## config.mk

```make
export PLATFORM = sky130hd
export DESIGN_NAME = iommu_arbiter
export DESIGN_NICKNAME = d
export VERILOG_FILES = /design/src/rtl/iommu_arbiter.sv
export SDC_FILE = /design/constraint.sdc
export NUM_CORES = 1
export LEC_CHECK = 0
export CORE_AREA = 2 2 181 183
export CTS_BUF_LIST = sky130_fd_sc_hd__clkbuf_4
export DETAILED_ROUTE_END_ITERATION = 10
export DIE_AREA = 0 0 183 185
export GPL_ROUTABILITY_DRIVEN = 0
export PLACE_DENSITY = 0.58
export SETUP_SLACK_MARGIN = 0.02
export SYNTH_ARGS = -nofsm -noshare
export SYNTH_HDL_FRONTEND = slang
export SYNTH_SLANG_ARGS = --single-unit
export TNS_END_PERCENT = 100
```

## constraint.sdc

```tcl
create_clock -name clk -period 3.04 [get_ports clk]
set_clock_uncertainty 0.2 [all_clocks]
set_input_delay 0.456 -clock clk [delete_from_list [all_inputs] [get_ports clk]]
set_output_delay 0.456 -clock clk [all_outputs]
set_load 0.005 [all_outputs]
```

## src/rtl/iommu_arbiter.sv

```systemverilog
// Round-robin arbiter that funnels NUM_DEV DMA requesters onto a single IOMMU
// translation port, with a per-transaction timeout and a sticky timeout flag.
module iommu_arbiter #(
  parameter int NUM_DEV = 4,
  parameter int TIMEOUT = 255
) (
  input  logic                       clk,
  input  logic                       reset,
  input  logic [NUM_DEV-1:0]         dev_req,
  input  logic [NUM_DEV*32-1:0]      dev_daddr,
  input  logic [NUM_DEV-1:0]         dev_write_en,
  input  logic [NUM_DEV*32-1:0]      dev_write_data,
  output logic [NUM_DEV-1:0]         dev_ack,
  output logic [31:0]                dev_paddr,
  output logic [31:0]                dev_data,
  output logic                       dev_fault,
  output logic [31:0]                iommu_daddr,
  output logic                       iommu_write_en,
  output logic [31:0]                iommu_write_data,
  output logic                       iommu_translate_request,
  input  logic [31:0]                iommu_paddr,
  input  logic [31:0]                iommu_data_out,
  input  logic                       iommu_translation_done,
  input  logic                       iommu_fault,
  output logic [$clog2(NUM_DEV)-1:0] grant_id,
  output logic                       busy,
  output logic                       timeout_err
);
  localparam int IDW = $clog2(NUM_DEV);
  localparam logic [7:0] TO_CNT = 8'(TIMEOUT);

  typedef enum logic [1:0] {IDLE, WAIT_DONE, RELEASE} state_e;

  // Handshake: dev_req is a level held by the device until its one-cycle
  // dev_ack pulse; iommu_translate_request is a level held until the IOMMU
  // raises iommu_translation_done, and a new request is only issued after
  // done has been seen low again.
  state_e           state_q, state_d;
  logic [IDW-1:0]   last_grant_q, last_grant_d;
  logic [IDW-1:0]   grant_id_q, grant_id_d;
  logic [7:0]       tmo_cnt_q, tmo_cnt_d;
  logic [NUM_DEV-1:0] dev_ack_q, dev_ack_d;
  logic [31:0]      dev_paddr_q, dev_paddr_d;
  logic [31:0]      dev_data_q, dev_data_d;
  logic             dev_fault_q, dev_fault_d;
  logic [31:0]      iommu_daddr_q, iommu_daddr_d;
  logic             iommu_we_q, iommu_we_d;
  logic [31:0]      iommu_wdata_q, iommu_wdata_d;
  logic             iommu_req_q, iommu_req_d;
  logic             timeout_err_q, timeout_err_d;

  logic             sel_found;
  logic [IDW-1:0]   sel_idx;
  logic [31:0]      sel_daddr;
  logic             sel_we;
  logic [31:0]      sel_wdata;
  logic [7:0]       tmo_inc;

  // Search above the last grant first, then wrap to the bottom.
  always_comb begin
    sel_found = 1'b0;
    sel_idx   = '0;
    sel_daddr = '0;
    sel_we    = 1'b0;
    sel_wdata = '0;
    for (int j = 0; j < NUM_DEV; j++) begin
      if (!sel_found && dev_req[j] && (j > int'(last_grant_q))) begin
        sel_found = 1'b1;
        sel_idx   = IDW'(j);
        sel_daddr = dev_daddr[32*j +: 32];
        sel_we    = dev_write_en[j];
        sel_wdata = dev_write_data[32*j +: 32];
      end
    end
    for (int j = 0; j < NUM_DEV; j++) begin
      if (!sel_found && dev_req[j] && (j <= int'(last_grant_q))) begin
        sel_found = 1'b1;
        sel_idx   = IDW'(j);
        sel_daddr = dev_daddr[32*j +: 32];
        sel_we    = dev_write_en[j];
        sel_wdata = dev_write_data[32*j +: 32];
      end
    end
  end

  assign tmo_inc = tmo_cnt_q + 8'd1;

  always_comb begin
    state_d       = state_q;
    last_grant_d  = last_grant_q;
    grant_id_d    = grant_id_q;
    tmo_cnt_d     = tmo_cnt_q;
    dev_ack_d     = '0;
    dev_paddr_d   = dev_paddr_q;
    dev_data_d    = dev_data_q;
    dev_fault_d   = dev_fault_q;
    iommu_daddr_d = iommu_daddr_q;
    iommu_we_d    = iommu_we_q;
    iommu_wdata_d = iommu_wdata_q;
    iommu_req_d   = iommu_req_q;
    timeout_err_d = timeout_err_q;
    case (state_q)
      IDLE: begin
        if (sel_found) begin
          grant_id_d    = sel_idx;
          last_grant_d  = sel_idx;
          iommu_daddr_d = sel_daddr;
          iommu_we_d    = sel_we;
          iommu_wdata_d = sel_wdata;
          iommu_req_d   = 1'b1;
          tmo_cnt_d     = '0;
          state_d       = WAIT_DONE;
        end
      end
      WAIT_DONE: begin
        // done takes precedence over an expiring counter in the same cycle
        if (iommu_translation_done) begin
          dev_paddr_d          = iommu_paddr;
          dev_data_d           = iommu_data_out;
          dev_fault_d          = iommu_fault;
          dev_ack_d[grant_id_q] = 1'b1;
          iommu_req_d          = 1'b0;
          state_d              = RELEASE;
        end else if (tmo_inc == TO_CNT) begin
          tmo_cnt_d            = tmo_inc;
          dev_paddr_d          = '0;
          dev_data_d           = '0;
          dev_fault_d          = 1'b1;
          dev_ack_d[grant_id_q] = 1'b1;
          timeout_err_d        = 1'b1;
          iommu_req_d          = 1'b0;
          state_d              = RELEASE;
        end else begin
          tmo_cnt_d = tmo_inc;
        end
      end
      RELEASE: begin
        iommu_req_d = 1'b0;
        if (!iommu_translation_done) state_d = IDLE;
      end
      default: state_d = IDLE;
    endcase
  end

  always_ff @(posedge clk) begin
    if (reset) begin
      state_q       <= IDLE;
      last_grant_q  <= IDW'(NUM_DEV - 1);
      grant_id_q    <= '0;
      tmo_cnt_q     <= '0;
      dev_ack_q     <= '0;
      dev_paddr_q   <= '0;
      dev_data_q    <= '0;
      dev_fault_q   <= 1'b0;
      iommu_daddr_q <= '0;
      iommu_we_q    <= 1'b0;
      iommu_wdata_q <= '0;
      iommu_req_q   <= 1'b0;
      timeout_err_q <= 1'b0;
    end else begin
      state_q       <= state_d;
      last_grant_q  <= last_grant_d;
      grant_id_q    <= grant_id_d;
      tmo_cnt_q     <= tmo_cnt_d;
      dev_ack_q     <= dev_ack_d;
      dev_paddr_q   <= dev_paddr_d;
      dev_data_q    <= dev_data_d;
      dev_fault_q   <= dev_fault_d;
      iommu_daddr_q <= iommu_daddr_d;
      iommu_we_q    <= iommu_we_d;
      iommu_wdata_q <= iommu_wdata_d;
      iommu_req_q   <= iommu_req_d;
      timeout_err_q <= timeout_err_d;
    end
  end

  assign dev_ack                 = dev_ack_q;
  assign dev_paddr               = dev_paddr_q;
  assign dev_data                = dev_data_q;
  assign dev_fault               = dev_fault_q;
  assign iommu_daddr             = iommu_daddr_q;
  assign iommu_write_en          = iommu_we_q;
  assign iommu_write_data        = iommu_wdata_q;
  assign iommu_translate_request = iommu_req_q;
  assign grant_id                = grant_id_q;
  assign busy                    = (state_q != IDLE);
  assign timeout_err             = timeout_err_q;
endmodule

```

======== After elaboration in Yosys (flattened, before gate mapping) ========
Index checks and enable logic that the tools add are counted.
operators by class
  equal/unequal tests ..................... 7
  $add $sub $neg .......................... 1
  multiplexer cells ....................... 56
  bitwise logic cells ..................... 2
  reductions and logical operators ........ 31
  order comparisons ....................... 8
  shifts and indexed selects .............. 0
  $mul .................................... 0
  div/mod/pow operators ................... 0
operators by type and width
  operator                                               count
  two-way mux 32 bit                                     17
  two-way mux 1 bit                                      21
  two-way mux 2 bit                                      10
  two-way mux 8 bit                                      2
  case mux 8 bit (2 select lines)                        1
  logical AND 1 bit                                      13
  AND reduction 3 bit                                    4
  adder 8 x 1 -> 8 bit (second input constant)           1
  equality test 8 bit (second input constant)            1
  two-way mux 4 bit                                      2
  zero test 1 bit                                        6
  inequality test 2 bit (second input constant)          3
  case mux 2 bit (3 select lines)                        1
  nonzero test 2 bit                                     3
  > comparator 2 bit (first input constant)              2
  less-or-equal comparator 2 bit (first input constant)  2
  AND reduction 2 bit                                    2
  < comparator 2 x 3 -> 1 bit (second input constant)    1
  inequality test 3 bit (second input constant)          1
  case mux 1 bit (3 select lines)                        1
  nonzero test 3 bit                                     1
  demux 1 bit (select 2 bit)                             1
  equality test 2 x 1 -> 1 bit (second input constant)   1
  equality test 2 bit (second input constant)            1
  6 further kinds                                        7
word-level totals
  bits in latches ......................... 0
  ROM bits ................................ 0
  input port bits ......................... 332
  RAM bits ................................ 0
  word-level logic and storage cells ...... 118
  memories ................................ 0
  flip-flop bits (word level) ............. 150

======== Logic depth before layout (Yosys ltp) ========
  depth after elaboration ................. 28
  depth in mapped cells ................... 9
  gate-level depth less buffers ........... 8

======== Worst setup path after synthesis ========
Ideal clock, no wire load.
  kind .................................... reg2reg
  start point ............................. register tmo_cnt_q[0]
  end point ............................... register dev_paddr_q[21] (netlist: dev_paddr[21])
  stages on the path, launching flop included .. 10
  arrival time ............................ 1.901 ns
  path buffers ............................ 2
  setup time .............................. 0.117 ns
  slack ................................... 0.823 ns
  path through ............................ dfxtp_1 > ha_1 > buf_2 > nor2b_1 > mux2i_1 > a211o_1 > o21bai_2 > a21oi_4 > buf_2 > a22o_1
between the ends
  word-level cells in the longest chain between the ends .. 4
RTL lines
  element                               RTL line  text
  from (decl)                           41        logic [7:0] tmo_cnt_q, tmo_cnt_d;
  from (signal assigned)                164       tmo_cnt_q <= tmo_cnt_d;
  adder 8 x 1 -> 8 bit                  86        assign tmo_inc = tmo_cnt_q + 8'd1;
  equality test 8 bit                   124       end else if (tmo_inc == TO_CNT) begin
  nonzero test 2 bit (no source line)   -
  AND reduction 2 bit (no source line)  -
  to (signal assigned)                  166       dev_paddr_q <= dev_paddr_d;
  to (decl)                             43        logic [31:0] dev_paddr_q, dev_paddr_d;
Every way passes these cells.
A chain may end at the register's enable or synchronous reset.

======== Worst setup path in the final report ========
  start point ............................. register state_q[0]
  end point ............................... output port busy
between the ends
  word-level cells in the longest chain between the ends .. 1
RTL lines
  element                 RTL line  text
  from (decl)             38        state_e state_q, state_d;
  from (signal assigned)  161       state_q <= state_d;
  nonzero test 2 bit      186       assign busy = (state_q != IDLE);
  to (decl)               26        output logic busy,
Every way passes these cells.

==> results by stage <==
Worst setup path:
- The sort of element at the end of the critical path is an output port.
- The cell type group with the largest total delay on the critical path is buffers and inverters.
- The data arrival at the endpoint of the critical path is 2090 ps.
- The critical register-to-register path startpoint is tmo_cnt_q[1].
- The number of buffers and inverters on the critical path is 3.
- For this run, the slowest stage of the critical path takes 570 ps.
- For flop-to-flop paths, the worst setup slack is 420 ps.
- The number of cell instances on the worst register-to-register path is 8.
- The critical path goes through inv_1 > ha_1 > inv_1 > clkdlybuf4s50_1.
- The worst setup path is launched from a register.
- The worst setup path is of the reg -> out kind.
- The number of cells on the critical path is 4.
- Of all nets on the critical path, the largest fanout is 7.
- The required time reported for the critical path endpoint is 2380 ps.
- The slowest stage of the critical path belongs to the cell sky130_fd_sc_hd__clkdlybuf4s50_1.
- The library cell appearing most often on the critical path is sky130_fd_sc_hd__inv_1.
- The end of the worst register-to-register path is dev_paddr[21].

Clock tree:
- The clock net sink count is 150.
- Buffers inserted during clock tree synthesis total 17.
- The number of buffers on the longest clock path is 2.
- The clock latency of the later-clocked register in the worst-skew pair is 610 ps.
- The post-cts sizing count is 0.
- The number of buffers inserted by hold repair at cts is 1.
- The number of setup buffers added after CTS is 0.
- TritonCTS built the clock tree.
- The buffer type at the clock tree root is sky130_fd_sc_hd__clkbuf_4.
- The H-tree depth reported by CTS is 4.
- Clock-pin slew was measured on the worst setup and hold paths at 150 ps.

Global route:
- For this run the aggregate overflow at the end of global routing stands at 0.
- The via count of the first global-routing pass is 11,700.
- The global-route wire length before repair is 67,300 um.
- Global routing used 25.6% of the available tracks across all layers.
- The pin count of the biggest net entering global routing is 67.
- The initial antenna violation count came to 4.

Place:
- After legalization and detailed placement, the total HPWL measured 29,800 um.
- The worst slack after detailed placement is 196 ps.
- Buffers placed on the I/O ports in this run total 470.
- Summing all placed instances gives a cell area of 14,400 um^2.

Yosys:
- The area share of fa/ha/maj cells after synthesis is 0.815%.
- The unique cell type count in the Yosys netlist is 51.
- After technology mapping, the gate count stands at 1,123.
- The post-synthesis instance area is 9210 um^2.
- Counting flops and latches in the post-synthesis netlist gives 150.
- The combinational family with the most area after synthesis is compound AO/OA/AOI/OAI gates.
- The multiplexer fraction of the synthesized cell area is 0.340%.
- The area fraction in compound gates after synthesis is 44.2%.
- Of the total synthesized cell area, the portion taken by AND, OR, NAND and NOR gates is 15.4%.
- The share of synthesized area occupied by flip-flops and latches is 32.6%.
- The mean area per synthesized cell is 8.20 um^2.
- The number of nets produced by synthesis is 1,461.
- During synthesis, Yosys emitted a total of 0 warnings.
- The post-synthesis xor/xnor area fraction is 0%.

Timing:
- Summed over all failing endpoints, the final setup total negative slack is 0 ps.
- The hold violation count in the final report was 0.
- The number of setup violations in the final report is 0.
- The number of pins exceeding their max-slew limit in the final report is 0.
- The final critical path takes up 90.3% of the cycle.
- At the pin with the least slew margin, the transition time is 1040 ps.
- Across all setup checks in the final design, the least slack found is 296 ps.
- Setup repair after global routing left no endpoint under its margin.
- On the final layout, the worst hold slack is 168 ps.
- The maximum frequency from static timing analysis is 364 MHz.
- After layout, the minimum clock period comes to 2740 ps.
- The headroom to the max-slew limit is 30.8%.

Detailed routing:
- After detailed routing, the number of remaining DRC violations is 0.
- The final route contains 11,400 vias.
- The average via count per standard cell is 5.86.
- The detail route stage leaves a number of antenna-violating nets equal to 0.
- In the final routed layout, each cell accounts on average for 23.2 um.
- The first detailed-routing pass ran for 5 iterations.
- After the first detailed-routing iteration, the DRC count stood at 922.
- The final wirelength is 45,200 um.

Worst hold path:
- The worst hold path terminates at last_grant_q[1].
- The worst hold path was traced through 3 stages.
- The startpoint identified for the worst hold timing path is dev_req[2].
- The path type of the worst min-delay path is in -> reg.

Power:
- The switching power is 4.84 mW.
- Of the total power, combinational logic draws 60.2%.
- Cell internal power was estimated by the tool at 6.34 mW.
- The part of the power in the clock network is 12.4%.
- In this run switching power makes up 43.3% of total power.
- Across the VDD grid, the largest voltage drop is 0.433 mV.
- The sequential power share is 27.4%.
- For this design the ratio of total power to cell area is 759 nW/um^2.
- Summed over all cells, the static leakage comes to 5.06 nW.

Cells and area:
- The total non-filler cell area in the finished layout is 14,700 um^2.
- The area taken by multi-input logic gates is 5650 um^2.
- The layout filler cell count is 3,170.
- The post-synthesis to final-layout area growth is 59.9%.
- The layout cell share with drive strength beyond 1 is 9.11%.
- At the end of the flow, the number of nets in the layout was 1,861.
- Summing all flip-flop and latch instances after layout gives 3000 um^2.

Floorplan:
- The vertical extent of the die is 185 um.
- The die is 183 um wide.
- The standard cell core area is 32,000 um^2.
- The number of I/O pins is 471.
- The initialized floorplan defines 66 standard-cell rows.
- The die covers 33,900 um^2.
- The initial utilization of the core area, before any placement, comes to 28.8%.

Run:
- Across the run, the number of max-cap violations was 0.

Outcome:
- The flow ran to the end, and the final reports show no timing, DRC or antenna violations.
-- worst max-delay path by stage --
stage,start,end,slack [ps]
floorplan,tmo_cnt_q[0],dev_paddr[21],820
global placement,dev_req[3],iommu_write_data[1],290
detailed placement,dev_req[3],iommu_daddr[20],200
CTS,state_q[0],busy,250
global route,state_q[0],busy,160
finish,state_q[0],busy,300
-- power by group through the flow --
stage	Combinational [mW]	Sequential [mW]	Clock [mW]
6_report	6.73	3.06	1.39
3_5_place_dp	6.71	3.09	0
4_1_cts	6.73	3.06	1.45
5_1_grt	7.21	3.14	1.52
3_3_place_gp	6.63	3.09	0
2_1_floorplan	3.65	3.03	0
-- synth_stat cells (all sizes together) --
| cell | number | area (um^2) |
|---|---|---|
| and3 | 3 | 18.8 |
| nor4 | 3 | 25.0 |
| nor2 | 139 | 522 |
| a21o | 4 | 30.0 |
| nand3 | 71 | 355 |
| ha | 6 | 75.1 |
| o21bai | 4 | 33.8 |
| o2111ai | 1 | 8.76 |
| o221a | 1 | 11.3 |
| clkbuf | 58 | 218 |
| a22oi | 18 | 135 |
| a211o | 2 | 17.5 |
| nor3b | 4 | 30.0 |
| a2111oi | 51 | 761 |
| mux2 | 1 | 11.3 |
| and2b | 1 | 7.51 |
| and2 | 2 | 12.5 |
| and4 | 1 | 8.76 |
| dfxtp | 150 | 3000 |
| nor3 | 9 | 50.1 |
| buf | 68 | 368 |
| o221ai | 15 | 131 |
| nand2b | 6 | 37.5 |
| nor4b | 1 | 23.8 |
| mux2i | 2 | 20.0 |
| nor2b | 2 | 12.5 |
| or3 | 3 | 23.8 |
| a211oi | 67 | 508 |
| o22ai | 65 | 407 |
| nand2 | 75 | 282 |
| a22o | 64 | 561 |
| a221oi | 51 | 447 |
| inv | 9 | 33.8 |
| a311oi | 2 | 23.8 |
| o21a | 65 | 488 |
| a21oi | 92 | 472 |
| o211a | 1 | 10.0 |
| o21ai | 5 | 25.0 |
| nand4 | 1 | 6.26 |
-- state kept, by name (all words and copies together) (netlist names), 2 cells and up --
| signal | count |
|---|---|
| dev_paddr | 32 |
| iommu_write_data | 32 |
| dev_data | 32 |
| grant_id | 2 |
| tmo_cnt_q | 8 |
| dev_ack | 4 |
| state_q | 2 |
| last_grant_q | 2 |
| iommu_daddr | 32 |
-- tightest hold or removal path, stage by stage --
cell and delay (ps):
sky130_fd_sc_hd__buf_2 210, sky130_fd_sc_hd__a311oi_2 150, sky130_fd_sc_hd__o21bai_1 120
-- cell type report --
| cell class | count | area share, % |
|---|---|---|
| timing repair buffer | 507 | 35.5 |
| inverter | 9 | 0.229 |
| antenna | 5 | 0.0849 |
| multi-input combinational | 838 | 38.4 |
| sequential | 150 | 20.4 |
| tap | 408 | 3.47 |
| clock buffer | 17 | 0.866 |
| clock inverter | 15 | 1.10 |
-- per-layer routing --
layer	vias to the layer above	global-route usage, %	routed length, um
li1	5165	-	-
met1	5530	29.6	17400
met2	647	45.2	22600
met3	83	6.11	4000
met4	0	11.0	1280
met5	-	0	0
-- kinds of logic after synthesis --
kind of cell	count (synthesis)
fa+ha+maj	6
flops	150
buf+inv	135
simple gates	321
mux	3
compound gates	508
-- cell usage in the layout, fill, tap and decap left out, types with 3 or more instances in the layout --
cell type	instances
sky130_fd_sc_hd__clkbuf_4	17
sky130_fd_sc_hd__a22oi_1	18
sky130_fd_sc_hd__clkdlybuf4s50_1	468
sky130_fd_sc_hd__o22ai_1	65
sky130_fd_sc_hd__buf_12	20
sky130_fd_sc_hd__nand3_1	71
sky130_fd_sc_hd__a221oi_1	51
sky130_fd_sc_hd__a2111oi_2	50
sky130_fd_sc_hd__a22o_1	64
sky130_fd_sc_hd__nand2b_1	5
sky130_fd_sc_hd__inv_1	8
sky130_fd_sc_hd__nor3_1	8
sky130_fd_sc_hd__inv_6	5
sky130_fd_sc_hd__nor2_1	138
sky130_fd_sc_hd__a21oi_1	90
sky130_fd_sc_hd__diode_2	5
sky130_fd_sc_hd__o21a_1	65
sky130_fd_sc_hd__nor3b_1	4
sky130_fd_sc_hd__nand2_1	74
sky130_fd_sc_hd__ha_1	6
sky130_fd_sc_hd__o21ai_0	4
sky130_fd_sc_hd__a211oi_1	66
sky130_fd_sc_hd__o21bai_1	3
sky130_fd_sc_hd__a21o_1	4
sky130_fd_sc_hd__buf_4	17
sky130_fd_sc_hd__inv_8	4
sky130_fd_sc_hd__o221ai_1	14
sky130_fd_sc_hd__dfxtp_1	149
-- metrics by stage --
step | std cells | utilization (%) | power (mW)
6_report | 1949 | 46.0 | 11.2
3_5_place_dp | 1911 | 45.0 | 9.80
5_1_grt | 1948 | 46.0 | 11.9
3_3_place_gp | 1911 | 45.0 | 9.72
2_1_floorplan | 1123 | - | 6.68
4_1_cts | 1944 | 45.9 | 11.2
(Power assumes the default switching activity.)
==> RTL edit: new RTL, same flow settings <==
`TIMEOUT`: 255 -> 127.
--- a/src/rtl/iommu_arbiter.sv
+++ b/src/rtl/iommu_arbiter.sv
@@ -3,5 +3,5 @@
 module iommu_arbiter #(
   parameter int NUM_DEV = 4,
-  parameter int TIMEOUT = 255
+  parameter int TIMEOUT = 127
 ) (
   input  logic                       clk,
Function: no difference found for any inputs over 4 cycles, from zero or initial values and one cycle with reset high; that may be too few to reach the edited logic, so the function may still have changed.
==> RTL edit against the unedited design <==
  * Area after synthesis is 7.2% lower
  * Fmax shrank 2.6%
  * Largest cell class is now buffers
  * Synthesized cell count is 7.5% lower
  * Highest routed layer unchanged
  * Worst setup slack worse by 73 ps
  * First-iteration DRC count shrank 12%
  * Sequential cell count did not move
  * Largest power group unchanged
  * Routed wire length decreased by 3.8%
  * Clock power rose by 8%
  * Design area shrank 4.7%
  * Power shrank 6.9%
==> RTL edit: results (changes against the unedited design) <==
power_and_ir_drop:
  comb_power_mw: 5.89  # -12%
  share_seq_of_total_power_pct: 29.0  # +1.6 points
  power.total_mw: 10.4  # -6.9%
  p_int_mw: 6.23  # -1.7%
  power_leakage_nw: 5.42  # +7.1%
  ir_drop_v: 0.000502  # +16%
routing:
  vias: 10600  # -7.4%
  met3RoutedLength_um: 4170  # +4.3%
  wl_met1_um: 17200  # -1.2%
  drt_iter0_drc: 810  # -12%
  wl_met2_um: 21100  # -6.7%
  totalWireLength_um: 43500  # -3.8%
clock_network:
  clock_latency_ps: 560  # -50 ps
  clkTransAtPathRegs_ps: 120  # -30 ps
final_layout:
  multi_input_area_um2: 5040  # -11%
  diodes: 1  # -4
  buf_share_pct: 36.6  # +1.1 points
  fill_cells: 3155  # -0.47%
  seq_cell_count: 150  # unchanged
  final_util_pct: 43.8  # -2.2 points
  drive_gt1_share_pct: 5.85  # -3.3 points
  num-multi-input-gates: 762  # -9.1%
  inverters_excl_clock: 7  # -2
  clk_share_pct: 2.22  # +0.26 points
  buffers: 506  # -0.20%
yosys:
  synthXorXnorAreaFrac_pct: 0.102  # +0.10 points
  synth_common_cells: "150 x dfxtp_1, 122 x a21oi_1, 79 x nand2_1"
  synth_adder_area_share_pct: 0.878  # +0.063 points
  async_reset_ff_share_pct: 0  # unchanged
  ys_types: 50  # -2.0%
  ys_seq_area_share_pct: 35.1  # +2.5 points
  synth.net_count: 1377  # -5.7%
  netlist_instances: 1039  # -7.5%
  ys_top_cells_by_area: "dfxtp_1 35%, a21oi_1 7.1%, o221ai_1 6.9%"
  synth_compound_area_share_pct: 43.2  # -0.98 points
  synthMuxAreaShare_pct: 0.629  # +0.29 points
critical_path:
  rr_endpoint: "dev_data[11]$_SDFFE_PP0P_"
  max_stage_delay_ps: 510  # -60 ps
  cp.arrival_ps: 3070  # +980 ps
  cp_max_fo: 64  # +57
  path_delay_family: "compound AO/OA/AOI/OAI gates"
  slowest_stage: "dfxtp_1"
  worstSetupPathType: "flip-flop to flip-flop"
grt:
  met1_usage_pct: 29.5  # -0.13 points
  grt_antenna_before_repair: 1  # -3
  met2_usage_pct: 42.0  # -3.2 points
  grt_pass1_wl_um: 63500  # -5.7%
  grt_use_met3_pct: 6.76  # +0.65 points
  grt_pass1_vias: 10400  # -12%
place:
  hpwl_um: 30100  # +0.80%
  dpl_cell_area_um2: 13700  # -4.9%
  post-place-ws_ps: 185  # -11.7 ps
  placed_cells: 1832  # -4.1%
worst_hold_path:
  hp-class: "input pin to flip-flop"
sta:
  worstMarginPinSlew_ps: 874  # -164 ps
  max_freq_ghz: 0.355  # -2.6%
outcome:
  outcome: "finished clean"
-- RTL edit: changes by cell type after synthesis, moves of 50 or more --
cell / unedited run / this run
a2111oi_2: 50 / 0
o21a_1: 65 / 0
nor2_1: 139 / 73
o221ai_1: 15 / 67
o22ai_1: 65 / 14
a221o_1: 0 / 51
-- RTL edit: how the worst min path moves through the flow --
stage,slack [ps],to,depth (start not counted),startpoint
3_3_place_gp,250,dev_ack[2]$_SDFF_PP0_,1,grant_id[0]$_SDFFE_PP0P_
4_1_cts,220,dev_paddr[22]$_SDFFE_PP0P_,2,iommu_paddr[22]
5_1_grt,220,dev_fault$_SDFFE_PP0P_,3,iommu_fault
3_5_place_dp,260,timeout_err$_SDFFE_PP0P_,2,timeout_err$_SDFFE_PP0P_
2_1_floorplan,240,dev_ack[2]$_SDFF_PP0_,1,grant_id[0]$_SDFFE_PP0P_
6_report,280,dev_fault$_SDFFE_PP0P_,3,iommu_fault
